==> config.mk <==
export PLATFORM = sky130hd
export DESIGN_NAME = mod_counter_param
export DESIGN_NICKNAME = d
export VERILOG_FILES = /design/src/rtl/mod_counter_param.sv
export SDC_FILE = /design/constraint.sdc
export NUM_CORES = 1
export LEC_CHECK = 0
export ABC_AREA = 1
export CAP_MARGIN = 10
export CORE_MARGIN = 2
export CORE_UTILIZATION = 40
export CTS_BUF_LIST = sky130_fd_sc_hd__clkbuf_8
export DETAILED_ROUTE_END_ITERATION = 10
export GPL_TIMING_DRIVEN = 0
export PLACE_DENSITY = 0.64
export RECOVER_POWER = 100
export SETUP_SLACK_MARGIN = 0.02
export SYNTH_ARGS = -nofsm -noshare
export SYNTH_HDL_FRONTEND = slang
export SYNTH_SLANG_ARGS = --single-unit
==> constraint.sdc <==
create_clock -name i_clk -period 3.55 [get_ports i_clk]
set_input_delay 0.355 -clock i_clk [delete_from_list [all_inputs] [get_ports i_clk]]
set_output_delay 0.355 -clock i_clk [all_outputs]
set_load 0.02 [all_outputs]
==> src/rtl/mod_counter_param.sv <==
// Parametrised modulo counter: programmable terminal count, up/down, clear/load,
// and a registered wrap tick for cascading slow enables off the board clock.

// Prefix AND network: o_and[i] = &i_x[i:0], log-depth so the 64-bit step path closes timing.
module mod_counter_param_prefix_and #(
    parameter int W = 31
) (
    input  logic [W-1:0] i_x,
    output logic [W-1:0] o_and
);
    localparam int LVL = $clog2(W);

    logic [LVL:0][W-1:0] w_p;

    always_comb begin
        w_p    = '0;
        w_p[0] = i_x;
        for (int k = 0; k < LVL; k++) begin
            for (int i = 0; i < W; i++) begin
                if (i >= (1 << k))
                    w_p[k+1][i] = w_p[k][i] & w_p[k][i-(1<<k)];
                else
                    w_p[k+1][i] = w_p[k][i];
            end
        end
    end

    assign o_and = w_p[LVL];
endmodule

module mod_counter_param #(
    parameter int              WIDTH         = 32,
    parameter longint unsigned DEFAULT_LIMIT = 64'd4999999
) (
    input  logic             i_clk,
    input  logic             i_rstn,
    input  logic             i_enable,
    input  logic             i_clear,
    input  logic             i_load,
    input  logic [WIDTH-1:0] i_load_value,
    input  logic             i_down,
    input  logic             i_limit_we,
    input  logic [WIDTH-1:0] i_limit,
    output logic [WIDTH-1:0] o_count,
    output logic [WIDTH-1:0] o_limit,
    output logic             o_tick
);
    localparam logic [WIDTH-1:0] LIMIT_RST = DEFAULT_LIMIT[WIDTH-1:0];

    logic [WIDTH-1:0] r_count;
    logic [WIDTH-1:0] r_limit;
    logic             r_tick;

    logic [WIDTH-2:0] w_and_ones;
    logic [WIDTH-2:0] w_and_zeros;
    logic [WIDTH-1:0] w_inc;
    logic [WIDTH-1:0] w_dec;
    logic             w_up_wrap;
    logic             w_dn_wrap;
    logic [WIDTH-1:0] w_cnt_nxt;
    logic             w_tick_nxt;

    // Bit i toggles on +1 when all lower bits are ones, on -1 when all lower bits are zeros.
    mod_counter_param_prefix_and #(.W(WIDTH-1)) u_inc_and (
        .i_x   (r_count[WIDTH-2:0]),
        .o_and (w_and_ones)
    );

    mod_counter_param_prefix_and #(.W(WIDTH-1)) u_dec_and (
        .i_x   (~r_count[WIDTH-2:0]),
        .o_and (w_and_zeros)
    );

    assign w_inc = r_count ^ {w_and_ones, 1'b1};
    assign w_dec = r_count ^ {w_and_zeros, 1'b1};

    // Counts above the limit (after a load) wrap on the next step in either direction.
    assign w_up_wrap = (r_count >= r_limit);
    assign w_dn_wrap = (r_count == '0) || (r_count > r_limit);

    always_comb begin
        w_cnt_nxt  = r_count;
        w_tick_nxt = 1'b0;
        if (i_clear) begin
            w_cnt_nxt = '0;
        end else if (i_load) begin
            w_cnt_nxt = i_load_value;
        end else if (i_enable) begin
            if (!i_down) begin
                w_cnt_nxt  = w_up_wrap ? '0 : w_inc;
                w_tick_nxt = w_up_wrap;
            end else begin
                w_cnt_nxt  = w_dn_wrap ? r_limit : w_dec;
                w_tick_nxt = w_dn_wrap;
            end
        end
    end

    // Limit write is independent of the count path; a same-edge step sees the old limit.
    always_ff @(posedge i_clk or negedge i_rstn) begin
        if (!i_rstn) begin
            r_count <= '0;
            r_limit <= LIMIT_RST;
            r_tick  <= 1'b0;
        end else begin
            r_count <= w_cnt_nxt;
            r_tick  <= w_tick_nxt;
            if (i_limit_we)
                r_limit <= i_limit;
        end
    end

    assign o_count = r_count;
    assign o_limit = r_limit;
    assign o_tick  = r_tick;
endmodule

==> flow_summary.toml <==
[cts]
ctsLongestPathBuffers = 2
cts_tree = "built"
cts_sinks = 65
root_buffer = "clkbuf_8"
cts_setup_buffers = 0
numCtsBuffers = 9
postCtsHoldBufs = 0
clk_pin_slew_ns = 0.09
insertion_delay_ns = 0.38
h-tree-depth = 3

[yosys]
synth_area_per_cell_um2 = 6.16
synth-seq-cells = 65
synth_fp_nets = 1092
synth_largest_area_cell = "dfrtp_1"
synth_warnings = 0
synth_flop_cell = "dfrtp_1"
synth_edf_count = 0
synthesis.area_um2 = 6080
yosysSeqAreaShare_pct = 27.0
synthCells = 987
netlist_top_cells_area = "dfrtp_1, nand2_1, nor2_1"
synth_top_area_share_pct = 21.4
async_flop_share_pct = 100
synth_cell_types = 37

[die]
rows = 45
die_h_um = 127
core_um2 = 15000
pin_count = 136
start_util_pct = 40.4
fp.dieArea_um2 = 16200
dieWidth_um = 127

[placed_design]
placed_area_um2 = 7630
gp_congestion = 0.960
dp.cells = 1307
portBuffers = 132
hpwl_um = 17300

[drt]
wl_per_cell_um = 16.4
ant_nets = 0
vias = 6643
wl_um = 21700
viasPerCell = 5.02
drt_iter0_markers = 503
first_pass_iters = 5
drc = 0

[power]
power_density_nw_per_um2 = 374
p_leak_nw = 3.76
vdd_drop_max_v = 0.000298

[global_routing]
grt_util_met3_pct = 3.60
globalRouteMet1Util_pct = 40.3
grt_pass1_wl_um = 34900
grt_max_degree = 66
grt-ovfl-total = 0
use_met2_pct = 43.9
grt_use_total_pct = 27.7
busiest_layer = "met2"
grt_pass1_vias = 6409
antenna_found_initial = 0

[setup_path]
criticalPathCategory = "reg2reg"
cp-end-kind = "flip-flop"
cpMostUsedCell = "nand2_1"
crit_required_ns = 3.82
critPathSlowestCell = "dfrtp_1"
crit-reg2reg-launch = "o_count[7]$_DFFE_PN0P_"
worstSetupStartpointType = "flip-flop"
rrSetupSlack_ns = 0.26
worstPathMaxFanout = 10
r2r_cells = 14
r2r_end = "o_count[22]$_DFFE_PN0P_"
slowest_delay_ns = 0.52
worstPathCellList = "ha_1 -> nand2_1 -> nor2_1 -> nand4_1 -> nor3b_1 -> nand2_1 -> nand4_1 -> clkbuf_2 -> clkbuf_2 -> nor2_1 -> nor2_1 -> nand2_1 -> nand2_1 -> nand2_1"
arrival_ns = 3.56

[final_layout]
multi_input_comb_area_um2 = 3890
regArea_um2 = 1640
fill_cells = 1593
drive_gt1_share_pct = 5.99
syn2layout_area_growth_pct = 28.9
antennaDiodeCount = 0
fin_nets = 1235
final_cells = 1323
final_cell_area_um2 = 7840

[outcome]
violations = "max-capacitance violations, max-slew violations"
status = "complete, but fails checks"

[timing]
drv_slew = 66
period_needed_ns = 3.29
fmax_mhz = 304
relSlewSlack_pct = -14.1
finalClockSkew_ns = 0.0157
fin_crit_sh_pct = 92.6
rsz0062_at_grt = "false"
hold_viol = 0
setup_viol = 0
tightest_slew_ns = 1.71

[worst_hold_path]
hp-class = "in2async"

[job]
cap_violations = 1
## final cells by class
cell class / count / area share, %
plain buffers: 53 / 2.95
flip-flops and latches: 65 / 21.0
clock inverters: 5 / 1.01
well taps: 188 / 3.00
repair buffers: 132 / 16.8
inverters: 77 / 3.70
clock buffers: 11 / 1.93
multi-input cells: 792 / 49.7
## through the flow
stage / setup WS (ns) / TNS, ns / util [%] / hold WS (ns) / total power [mW]
after global routing: 0.0614 / 0 / 52.2 / 0.499 / 3.14
final: 0.264 / 0 / 52.2 / 0.423 / 2.93
after floorplan: 1.17 / 0 / - / 0.0594 / 1.73
after detailed placement: 0.238 / 0 / 50.8 / 0.525 / 2.22
after global placement: -0.230 / -11.67 / 50.8 / 0.520 / 2.21
after CTS: 0.205 / 0 / 52.3 / 0.117 / 2.99
## kinds of logic after synthesis
family                     Yosys count  synth area share (%)
xor gates and xnor gates            53                  7.63
and+or+nand+nor                    650                  44.9
DFF                                 65                  27.0
buffers and inverters              130                  8.83
adders and majority gates           34                  7.00
AOI/OAI and AO/OA                   55                  4.67
## critical path, delay by kind of cell, from the launching register on
| kind | cells | cell delay (ns) |
|---|---|---|
| simple gates | 11 | 1.68 |
| flops | 1 | 0.52 |
| fa+ha+maj | 1 | 0.36 |
| buf+inv | 2 | 0.60 |
## worst max-delay path by stage
stage	from	slack, ns	endpoint
6_report	o_count[7]$_DFFE_PN0P_	0.26	o_count[22]$_DFFE_PN0P_
5_1_grt	o_count[7]$_DFFE_PN0P_	0.06	o_count[13]$_DFFE_PN0P_
4_1_cts	o_count[7]$_DFFE_PN0P_	0.21	o_count[14]$_DFFE_PN0P_
3_5_place_dp	o_count[7]$_DFFE_PN0P_	0.24	o_count[14]$_DFFE_PN0P_
3_3_place_gp	i_rstn	-0.23	o_limit[17]$_DFFE_PN0P_
2_1_floorplan	o_limit[19]$_DFFE_PN1P_	1.17	o_count[25]$_DFFE_PN0P_
## registers in the layout, indices dropped and copies added (netlist names)
register / count
o_count: 32
o_limit: 32
o_tick: 1
## placed cells by master, fill, tap and decap left out, types with 2 or more instances in the layout
| cell type | netlist | routed |
|---|---|---|
| inv_1 | 73 | 74 |
| buf_2 | 17 | 15 |
| o21ai_0 | 34 | 34 |
| o21a_1 | 2 | 2 |
| clkbuf_1 | 30 | 27 |
| nor2_2 | 4 | 4 |
| xnor2_1 | 9 | 9 |
| nor2_1 | 194 | 194 |
| a21oi_1 | 17 | 17 |
| inv_2 | 3 | 3 |
| nor4_1 | 5 | 5 |
| xor2_1 | 44 | 44 |
| bufinv_16 | 0 | 2 |
| clkdlybuf4s50_1 | 0 | 66 |
| ha_1 | 34 | 34 |
| nand2_1 | 309 | 310 |
| dlygate4sd3_1 | 0 | 65 |
| clkbuf_2 | 0 | 9 |
| dfrtp_1 | 52 | 52 |
| buf_1 | 2 | 2 |
| dfstp_2 | 13 | 13 |
| clkinvlp_4 | 0 | 2 |
| nand4_1 | 15 | 15 |
| nand3_1 | 96 | 96 |
| clkbuf_8 | 0 | 11 |
| nor3_1 | 15 | 15 |
## what timing repair did
| action | 4_1_cts | 5_1_grt |
|---|---|---|
| endpoints found under the hold margin | 0 | 0 |
| resized for setup | 0 | 6 |
| endpoints found under the setup margin | 0 | 13 |
## power breakdown
part / switching [mW] / total (mW) / internal, mW
clock: 0.335 / 0.766 / 0.431
sequential: 0.0844 / 0.907 / 0.823
combinational: 0.784 / 1.26 / 0.475
total: 1.20 / 2.93 / 1.73
## synth_stat cells, drive strengths merged (2+ instances only)
cell type and instances:
nand3 97, nor2 199, xnor2 9, clkbuf 30
ha 34, inv 76, nor3 17, nand2 310
buf 23, o21a 2, a21oi 17, dfrtp 52
o21ai 34, nor4 5, dfstp 13, xor2 44
nand4 17
## layer usage
layer,up-vias,wire [um],share of wire [%]
met4,0,257,1.2
met5,-,0,0
li1,3393,-,-
met3,16,995,4.6
met2,176,9830,45
met1,3058,10600,49
No activity file was read; power rests on OpenSTA's default activity.
